### config.mk
export PLATFORM = sky130hd
export DESIGN_NAME = branch_hazard_ctrl
export DESIGN_NICKNAME = d
export VERILOG_FILES = /design/src/rtl/branch_hazard_ctrl.sv
export SDC_FILE = /design/constraint.sdc
export NUM_CORES = 1
export LEC_CHECK = 0
export CAP_MARGIN = 20
export CORE_MARGIN = 4
export CORE_UTILIZATION = 32
export CTS_BUF_LIST = sky130_fd_sc_hd__clkbuf_16
export CTS_CLUSTER_SIZE = 25
export DETAILED_ROUTE_END_ITERATION = 8
export PLACE_DENSITY_LB_ADDON = 0.15
export SLEW_MARGIN = 10
export SYNTH_ARGS = -nofsm -noshare
export SYNTH_HDL_FRONTEND = slang
export SYNTH_SLANG_ARGS = --single-unit
### constraint.sdc
create_clock -name clk -period 3.1 [get_ports clk]
set_input_delay 0.31 -clock clk [delete_from_list [all_inputs] [get_ports clk]]
set_output_delay 0.31 -clock clk [all_outputs]
set_load 0.05 [all_outputs]
### src/rtl/branch_hazard_ctrl.sv
// ID-stage branch sequencer: stalls on branch-source hazards, enables resolution, flushes IF/ID on taken.
// Optional statistics counters are built when BRANCH_STATS_EN is defined.
module branch_hazard_ctrl #(
  parameter int REG_ADDR_W     = 5,
  parameter int EX_LOAD_STALL  = 2,
  parameter int EX_ALU_STALL   = 1,
  parameter int MEM_LOAD_STALL = 1,
  parameter int CNT_W          = 32
) (
  input  logic                  clk,
  input  logic                  rst,
  input  logic                  i_enable,
  input  logic [5:0]            i_id_op,
  input  logic [5:0]            i_id_funct,
  input  logic [REG_ADDR_W-1:0] i_id_rs,
  input  logic [REG_ADDR_W-1:0] i_id_rt,
  input  logic                  i_ex_reg_write,
  input  logic                  i_ex_mem_read,
  input  logic [REG_ADDR_W-1:0] i_ex_dst,
  input  logic                  i_mem_mem_read,
  input  logic [REG_ADDR_W-1:0] i_mem_dst,
  input  logic                  i_taken,
  output logic                  o_pc_write,
  output logic                  o_ifid_write,
  output logic                  o_ifid_flush,
  output logic                  o_idex_bubble,
  output logic                  o_branch_en,
  output logic                  o_busy,
  output logic [CNT_W-1:0]      o_taken_count,
  output logic [CNT_W-1:0]      o_stall_count
);

  localparam int MAX_A     = (EX_LOAD_STALL > EX_ALU_STALL) ? EX_LOAD_STALL : EX_ALU_STALL;
  localparam int MAX_STALL = (MAX_A > MEM_LOAD_STALL) ? MAX_A : MEM_LOAD_STALL;
  localparam int CW        = (MAX_STALL > 1) ? $clog2(MAX_STALL + 1) : 1;

  typedef enum logic {IDLE, STALL} state_t;

  state_t        r_state, w_state_nxt;
  logic [CW-1:0] r_cnt, w_cnt_nxt, w_n;
  logic          w_is_br, w_use_rs, w_use_rt;
  logic          w_ex_match, w_mem_match;

  always_comb begin
    w_is_br  = 1'b0;
    w_use_rs = 1'b0;
    w_use_rt = 1'b0;
    case (i_id_op)
      6'b000100, 6'b000101: begin
        w_is_br  = 1'b1;
        w_use_rs = 1'b1;
        w_use_rt = 1'b1;
      end
      6'b000010, 6'b000011: w_is_br = 1'b1;
      6'b000000: begin
        if (i_id_funct == 6'b001000 || i_id_funct == 6'b001001) begin
          w_is_br  = 1'b1;
          w_use_rs = 1'b1;
        end
      end
      default: ;
    endcase
  end

  // r0 is hardwired zero, so it never creates a dependency
  assign w_ex_match  = (w_use_rs && i_id_rs != '0 && i_id_rs == i_ex_dst) ||
                       (w_use_rt && i_id_rt != '0 && i_id_rt == i_ex_dst);
  assign w_mem_match = (w_use_rs && i_id_rs != '0 && i_id_rs == i_mem_dst) ||
                       (w_use_rt && i_id_rt != '0 && i_id_rt == i_mem_dst);

  // MEM-stage ALU results are forwarded to ID, so only a MEM load stalls
  always_comb begin
    if (w_ex_match && i_ex_mem_read)        w_n = CW'(EX_LOAD_STALL);
    else if (w_ex_match && i_ex_reg_write)  w_n = CW'(EX_ALU_STALL);
    else if (w_mem_match && i_mem_mem_read) w_n = CW'(MEM_LOAD_STALL);
    else                                    w_n = '0;
  end

  always_ff @(posedge clk) begin
    if (rst) begin
      r_state <= IDLE;
      r_cnt   <= '0;
    end else begin
      r_state <= w_state_nxt;
      r_cnt   <= w_cnt_nxt;
    end
  end

  always_comb begin
    w_state_nxt   = r_state;
    w_cnt_nxt     = r_cnt;
    o_pc_write    = 1'b0;
    o_ifid_write  = 1'b0;
    o_ifid_flush  = 1'b0;
    o_idex_bubble = 1'b0;
    o_branch_en   = 1'b0;
    if (!rst && i_enable) begin
      case (r_state)
        IDLE: begin
          if (w_is_br && w_n != '0) begin
            o_idex_bubble = 1'b1;
            if (w_n > CW'(1)) begin
              w_cnt_nxt   = w_n - CW'(1);
              w_state_nxt = STALL;
            end
          end else begin
            o_pc_write   = 1'b1;
            o_ifid_write = 1'b1;
            o_branch_en  = w_is_br;
            o_ifid_flush = w_is_br & i_taken;
          end
        end
        STALL: begin
          o_idex_bubble = 1'b1;
          w_cnt_nxt     = r_cnt - CW'(1);
          if (r_cnt <= CW'(1)) w_state_nxt = IDLE;
        end
        default: w_state_nxt = IDLE;
      endcase
    end
  end

  assign o_busy = !rst && (r_state == STALL);

`ifdef BRANCH_STATS_EN
  logic [CNT_W-1:0] r_taken_count, r_stall_count;

  // a bubble is driven only on enabled stall cycles, so it marks exactly the cycles to count
  always_ff @(posedge clk) begin
    if (rst) begin
      r_taken_count <= '0;
      r_stall_count <= '0;
    end else begin
      if (o_ifid_flush)  r_taken_count <= r_taken_count + CNT_W'(1);
      if (o_idex_bubble) r_stall_count <= r_stall_count + CNT_W'(1);
    end
  end

  assign o_taken_count = r_taken_count;
  assign o_stall_count = r_stall_count;
`else
  assign o_taken_count = '0;
  assign o_stall_count = '0;
`endif

endmodule

==> results of run 1 <==
## path summary, 6_finish.rpt
kind	from	endpoint	slack (ns)	cells after the start
setup / recovery	i_id_rt[3]	o_ifid_write	0.15	7
hold / removal	r_state$_SDFFE_PP0P_	r_state$_SDFFE_PP0P_	0.56	2
setup reg to reg	r_state$_SDFFE_PP0P_	r_cnt[0]$_SDFFE_PP0P_	1.57	5
hold reg to reg	r_state$_SDFFE_PP0P_	r_state$_SDFFE_PP0P_	0.56	2
## cell type report
type	count	area share (%)
Multi-Input combinational cell	134	51.6
Timing Repair Buffer	46	34.4
Clock buffer	3	5.13
Sequential cell	3	4.10
Tap cell	44	3.76
Inverter	3	0.769
Clock inverter	1	0.256
## layer usage
metal  track usage, %  routed length [µm]  vias to the layer above
li1                 -                   -                      453
met3             3.06                 300                        0
met5                0                   0                        -
met4             1.55                   0                        0
met2             20.5                1420                       61
met1             10.9                 867                      415
## stage by stage
step	total power (µW)	std cells	worst slack (ns)	instance area, µm²
after floorplan	322	206	0.208	1320
after global placement	333	230	0.157	1390
after detailed placement	334	230	0.148	1390
after CTS	537	234	0.145	1460
after global routing	563	234	0.105	1460
final	535	234	0.155	1460
## power by group
| group | total, µW | switching, µW | internal, µW |
|---|---|---|---|
| clock | 200 | 33.8 | 166 |
| sequential | 41.7 | 0.494 | 41.2 |
| combinational | 293 | 219 | 74.6 |
| total | 535 | 253 | 282 |
## cell usage after synthesis (2+ instances only)
master                       n
sky130_fd_sc_hd__a2111oi_0   2
sky130_fd_sc_hd__a21oi_1     2
sky130_fd_sc_hd__buf_4      65
sky130_fd_sc_hd__dfxtp_1     3
sky130_fd_sc_hd__inv_1       3
sky130_fd_sc_hd__nand2_1     4
sky130_fd_sc_hd__nand3_1     4
sky130_fd_sc_hd__nor2_1      4
sky130_fd_sc_hd__nor3_1      5
sky130_fd_sc_hd__nor4_1      3
sky130_fd_sc_hd__o21ai_0     4
sky130_fd_sc_hd__or4_1       2
sky130_fd_sc_hd__xnor2_1    13
sky130_fd_sc_hd__xor2_1      7
## registers in the layout, indices dropped and copies added, names as in the netlist
register,cells
r_cnt,2
r_state,1
## tightest hold or removal path, stage by stage (launching register included)
cell	delay (ns)
sky130_fd_sc_hd__dfxtp_1	0.37
sky130_fd_sc_hd__nand2_1	0.09
sky130_fd_sc_hd__a21oi_1	0.05
## cells in the final DEF (no fill, tap or decap), types with 2 or more instances in the layout
cell / netlist / layout
sky130_fd_sc_hd__nand2_1: 4 / 4
sky130_fd_sc_hd__nand3_1: 4 / 4
sky130_fd_sc_hd__nor3_1: 5 / 4
sky130_fd_sc_hd__inv_1: 3 / 4
sky130_fd_sc_hd__dfxtp_1: 3 / 3
sky130_fd_sc_hd__buf_4: 65 / 3
sky130_fd_sc_hd__o21ai_0: 4 / 4
sky130_fd_sc_hd__clkdlybuf4s50_1: 0 / 38
sky130_fd_sc_hd__buf_12: 0 / 5
sky130_fd_sc_hd__nor4_2: 1 / 2
sky130_fd_sc_hd__nor2_1: 4 / 4
sky130_fd_sc_hd__xnor2_1: 13 / 13
sky130_fd_sc_hd__or4_1: 2 / 2
sky130_fd_sc_hd__a2111oi_0: 2 / 2
sky130_fd_sc_hd__clkbuf_16: 0 / 3
sky130_fd_sc_hd__xor2_1: 7 / 7
sky130_fd_sc_hd__conb_1: 1 / 64
sky130_fd_sc_hd__a21oi_1: 2 / 2
sky130_fd_sc_hd__nor4_1: 3 / 2
## cell families (layout without fill, tap and decap cells)
| logic type | count (synthesis) | count (layout) | synth area share (%) |
|---|---|---|---|
| buffers and inverters | 69 | 53 | 47.0 |
| XOR/XNOR | 20 | 20 | 16.4 |
| AND/OR/NAND/NOR | 31 | 31 | 17.2 |
| AO/OA/AOI/OAI | 18 | 18 | 12.4 |
| adder cells (fa/ha/maj) | 1 | 1 | 1.17 |
| other | 1 | 64 | 0.350 |
| flip-flops | 3 | 3 | 5.61 |
==> impl_metrics.py, run 1 <==
metrics = {
    "worst_setup_path": {
        "cp-start-kind": "input pin",
        "arrival_ns": 2.64,
        "critical-path-slowest-cell": "sky130_fd_sc_hd__or4_1",
        "cp_cell_instances": "clkdlybuf4s50_1, or4_1, o2111a_1, and4_4, a211o_1, nor3_2, buf_12",
        "timing.critical_path.to_type": "output pin",
        "critical_path_buf_inv_count": 2,
        "timing.critical_path.max_delay_family": "simple AND/OR/NAND/NOR gates",
        "required_ns": 2.79,
        "path_max_fanout": 4,
        "critPathKind": "in2out",
        "critical-path-max-stage-delay_ns": 0.50,
    },
    "layout": {
        "final_nets": 231,
        "utilization_pct": 46.8,
        "multi_input_comb_area_um2": 756,
        "drive_above_1_share_pct": 10.0,
        "area.growth.synth_to_final_pct": 36.7,
        "num_antenna_cells": 0,
        "nFillCells": 317,
        "seqCellArea_um2": 60.1,
    },
    "timing": {
        "skew_ns": 0.00184,
        "setup_violations": 0,
        "totalNegativeSetupSlack_ns": 0,
        "slew_viol_final": 0,
        "max_freq_ghz": 0.340,
        "holdWs_ns": 0.560,
        "tightest_slew_ns": 0.510,
        "relSlewSlack_pct": 65.1,
        "rsz0062_at_grt": "no",
        "min_period_ns": 2.95,
        "hold_viol_final": 0,
        "final.period_utilization_pct": 95.0,
    },
    "status": {
        "outcome": "finished, final reports clean",
    },
    "clock_network": {
        "count_of_clock_tree_sinks": 3,
        "path_clk_slew_ns": 0.03,
        "numCtsBuffers": 3,
        "cts-root-to-sink-buffers": 2,
        "cts_setup_buffers": 0,
        "cts_tree": "done",
        "clock-root-buffer": "sky130_fd_sc_hd__clkbuf_16",
        "clkLatencyLatePin_ns": 0.22,
        "cts_htree_levels": 1,
        "postCtsResizedCells": 0,
        "post_cts_hold_buffers": 0,
    },
    "grt": {
        "grt_antenna_before_repair": 0,
        "gr-usage-all-layers_pct": 10.4,
        "vias_in_the_first_global_route": 842,
        "grt_remaining_overflow": 0,
        "maximum_number_of_pins_on_one_net_before_global_route_repair": 9,
        "grt_first_pass_wirelength_um": 3660,
    },
    "detailed_routing": {
        "detail-route-antenna-nets": 0,
        "avg_vias_per_cell": 3.97,
        "routed_wirelength_um": 2580,
        "route.vias.total": 929,
        "drt_pre_antenna_iters": 4,
        "drt_iter0_markers": 55,
        "drt_drc_violations_left": 0,
        "wire_per_inst_um": 11.0,
    },
    "place": {
        "dp_hpwl_um": 2340,
        "finalWeightedCongestion": 0.809,
        "port-buffer-count": 43,
    },
    "synthesis": {
        "ys_ff_latch": 3,
        "synth_cells": 143,
        "seq_area_frac_synth_pct": 5.61,
        "synth.area.top_cells": "sky130_fd_sc_hd__buf_4 (46%), sky130_fd_sc_hd__xnor2_1 (11%), sky130_fd_sc_hd__xor2_1 (5.7%)",
        "synth_edf_count": 0,
        "asyncSetResetFlopFracSynth_pct": 0,
        "synth_largest_area_cell": "sky130_fd_sc_hd__buf_4",
        "netlist_area_um2": 1070,
        "ys_warn_count": 0,
        "top_reg_cell_synth": "sky130_fd_sc_hd__dfxtp_1",
        "synth_top_cell_area_share_pct": 45.6,
        "syn_avg_cell_area_um2": 7.49,
        "synth.distinct_cells": 36,
    },
    "floorplanning": {
        "dieArea_um2": 4340,
        "num_rows": 20,
        "core_area_um2": 3130,
        "chipHeight_um": 65.9,
        "die_x_um": 65.9,
        "floorplan.initialDensity_pct": 34.2,
        "ioPinCount": 109,
    },
    "hold_path": {
        "holdCritPathClass": "reg2reg",
    },
    "power_and_ir_drop": {
        "static-leakage-power_uw": 0.000625,
        "power_density_over_cell_area_nw_per_um2": 365,
        "power.ir.vdd_worst_v": 0.000135,
    },
    "job": {
        "max_capacitance_violation_total": 0,
    },
}
Power figures use the tool's default switching activity.
==> inputs of run 2 (changes only) <==
Settings changed: MAX_ROUTING_LAYER set to met4.
==> run 2 against run 1 <==
Against the previous run: final cell count unchanged; sequential power about the same; clock skew barely moved; worst hold slack about the same; sequential share of layout area unchanged; critical path depth unchanged; clock power about the same.
==> impl_metrics.py, run 2 (same netlist as run 1, synthesis figures left out) <==
metrics = {
    "clock_network": {
        "cts_htree_levels": 1,
        "path_clk_slew_ns": 0.03,
        "cts-root-to-sink-buffers": 2,
        "count_of_clock_tree_sinks": 3,
        "cts_setup_buffers": 0,
        "numCtsBuffers": 3,
        "post_cts_hold_buffers": 0,
        "clock-root-buffer": "sky130_fd_sc_hd__clkbuf_16",
        "clkLatencyLatePin_ns": 0.22,
        "cts_tree": "done",
        "postCtsResizedCells": 0,
    },
    "layout": {
        "largestRegisters": "r_cnt x2, r_state x1",
        "final_nets": 231,
        "area.growth.synth_to_final_pct": 36.7,
        "drive_above_1_share_pct": 10.0,
        "final_area_um2": 1460,
        "largest_reg_flops": 2,
        "nFillCells": 317,
        "utilization_pct": 46.8,
        "post_layout_nonfiller_instances": 234,
        "largest_register": "r_cnt",
        "final_common_cell": "sky130_fd_sc_hd__conb_1",
        "num_antenna_cells": 0,
        "layout.cells.most_common_list": "sky130_fd_sc_hd__conb_1 (64), sky130_fd_sc_hd__clkdlybuf4s50_1 (38), sky130_fd_sc_hd__xnor2_1 (13), sky130_fd_sc_hd__xor2_1 (7), sky130_fd_sc_hd__buf_12 (5)",
    },
    "worst_setup_path": {
        "arrival_ns": 2.63,
        "path_max_fanout": 4,
        "timing.critical_path.to_type": "output pin",
        "required_ns": 2.79,
        "worst-r2r-cell-count": 5,
        "critical-path-max-stage-delay_ns": 0.50,
        "cp-start-kind": "input pin",
        "critical-path-slowest-cell": "sky130_fd_sc_hd__or4_1",
        "critPathKind": "in2out",
        "cp_cell_instances": "clkdlybuf4s50_1, or4_1, o2111a_1, and4_4, a211o_1, nor3_2, buf_12",
    },
    "timing": {
        "hold_viol_final": 0,
        "max_freq_ghz": 0.340,
        "rsz0062_at_grt": "no",
        "min_period_ns": 2.94,
        "tightest_slew_ns": 0.510,
        "final.period_utilization_pct": 95.0,
        "skew_ns": 0.00148,
        "slew_viol_final": 0,
        "totalNegativeSetupSlack_ns": 0,
        "relSlewSlack_pct": 65.1,
        "setup_violations": 0,
        "holdWs_ns": 0.560,
    },
    "grt": {
        "grt_first_pass_wirelength_um": 3650,
        "maximum_number_of_pins_on_one_net_before_global_route_repair": 9,
        "busiest_layer": "met2",
        "grt_antenna_before_repair": 0,
        "met3_usage_in_global_routing_pct": 2.21,
        "grtUsageMet2_pct": 20.5,
        "globalRouteMet1Util_pct": 11.1,
        "grt_remaining_overflow": 0,
        "gr-usage-all-layers_pct": 10.6,
        "vias_in_the_first_global_route": 846,
    },
    "detailed_routing": {
        "wire_per_inst_um": 11.0,
        "route.vias.total": 929,
        "routed_wirelength_um": 2580,
        "avg_vias_per_cell": 3.97,
        "drt_iter0_markers": 56,
        "detail-route-antenna-nets": 0,
        "drt_pre_antenna_iters": 4,
        "drt_drc_violations_left": 0,
    },
    "job": {
        "max_capacitance_violation_total": 0,
    },
    "floorplanning": {
        "floorplan.initialDensity_pct": 34.2,
        "ioPinCount": 109,
        "die_x_um": 65.9,
        "core_area_um2": 3130,
        "num_rows": 20,
        "dieArea_um2": 4340,
        "chipHeight_um": 65.9,
    },
    "status": {
        "outcome": "finished, final reports clean",
    },
    "hold_path": {
        "holdCritPathClass": "reg2reg",
        "min_delay_path_depth": 2,
    },
    "place": {
        "finalWeightedCongestion": 0.821,
        "place_inst": 230,
        "dp_hpwl_um": 2340,
        "port-buffer-count": 43,
        "place_area_um2": 1390,
    },
    "power_and_ir_drop": {
        "static-leakage-power_uw": 0.000625,
        "power.ir.vdd_worst_v": 0.000135,
        "power_density_over_cell_area_nw_per_um2": 365,
    },
}
==> run 2: cell counts in the layout (fill, tap and decap cells not counted) <==
Identical to the previous run, type by type.
==> run 2: per-layer routing <==
metal / vias up / wire length [µm]
met4: 0 / 0
met2: 63 / 1410
met3: 0 / 288
li1: 453 / -
met1: 413 / 882
met5: - / 0
==> run 2: cell type report <==
cell class / count / area (µm²) / area share (%)
clock buffers: 3 / 75.1 / 5.13
repair buffers: 46 / 503 / 34.4
inverters: 3 / 11.3 / 0.769
multi-input cells: 134 / 756 / 51.6
clock inverters: 1 / 3.75 / 0.256
well taps: 44 / 55.1 / 3.76
flip-flops and latches: 3 / 60.1 / 4.10
==> run 2: metrics by stage <==
stage | worst slack, ns | power (µW)
after floorplan | 0.208 | 322
after global placement | 0.157 | 333
after detailed placement | 0.148 | 334
after CTS | 0.145 | 537
after global routing | 0.105 | 561
final | 0.155 | 535
==> run 2: final timing paths <==
check                           slack (ns)                  from                    end
worst max-delay path                  0.16            i_id_rt[3]           o_ifid_write
worst min-delay path                  0.56  r_state$_SDFFE_PP0P_   r_state$_SDFFE_PP0P_
worst max register to register        1.57  r_state$_SDFFE_PP0P_  r_cnt[0]$_SDFFE_PP0P_
worst min register to register        0.56  r_state$_SDFFE_PP0P_   r_state$_SDFFE_PP0P_
==> run 2: where the power goes <==
group | switching [µW] | internal (µW) | leakage [µW] | total [µW]
clock network | 33.6 | 166 | 0.0000423 | 200
logic | 219 | 74.6 | 0.000558 | 293
registers | 0.493 | 41.2 | 0.0000243 | 41.7
total | 253 | 282 | 0.000625 | 535
==> run 2: worst max-delay path: cells and delay by family <==
kind | cells | cell delay, ns
AO/OA/AOI/OAI | 2 | 0.63
buffers and inverters | 2 | 0.66
AND/OR/NAND/NOR | 3 | 1.03
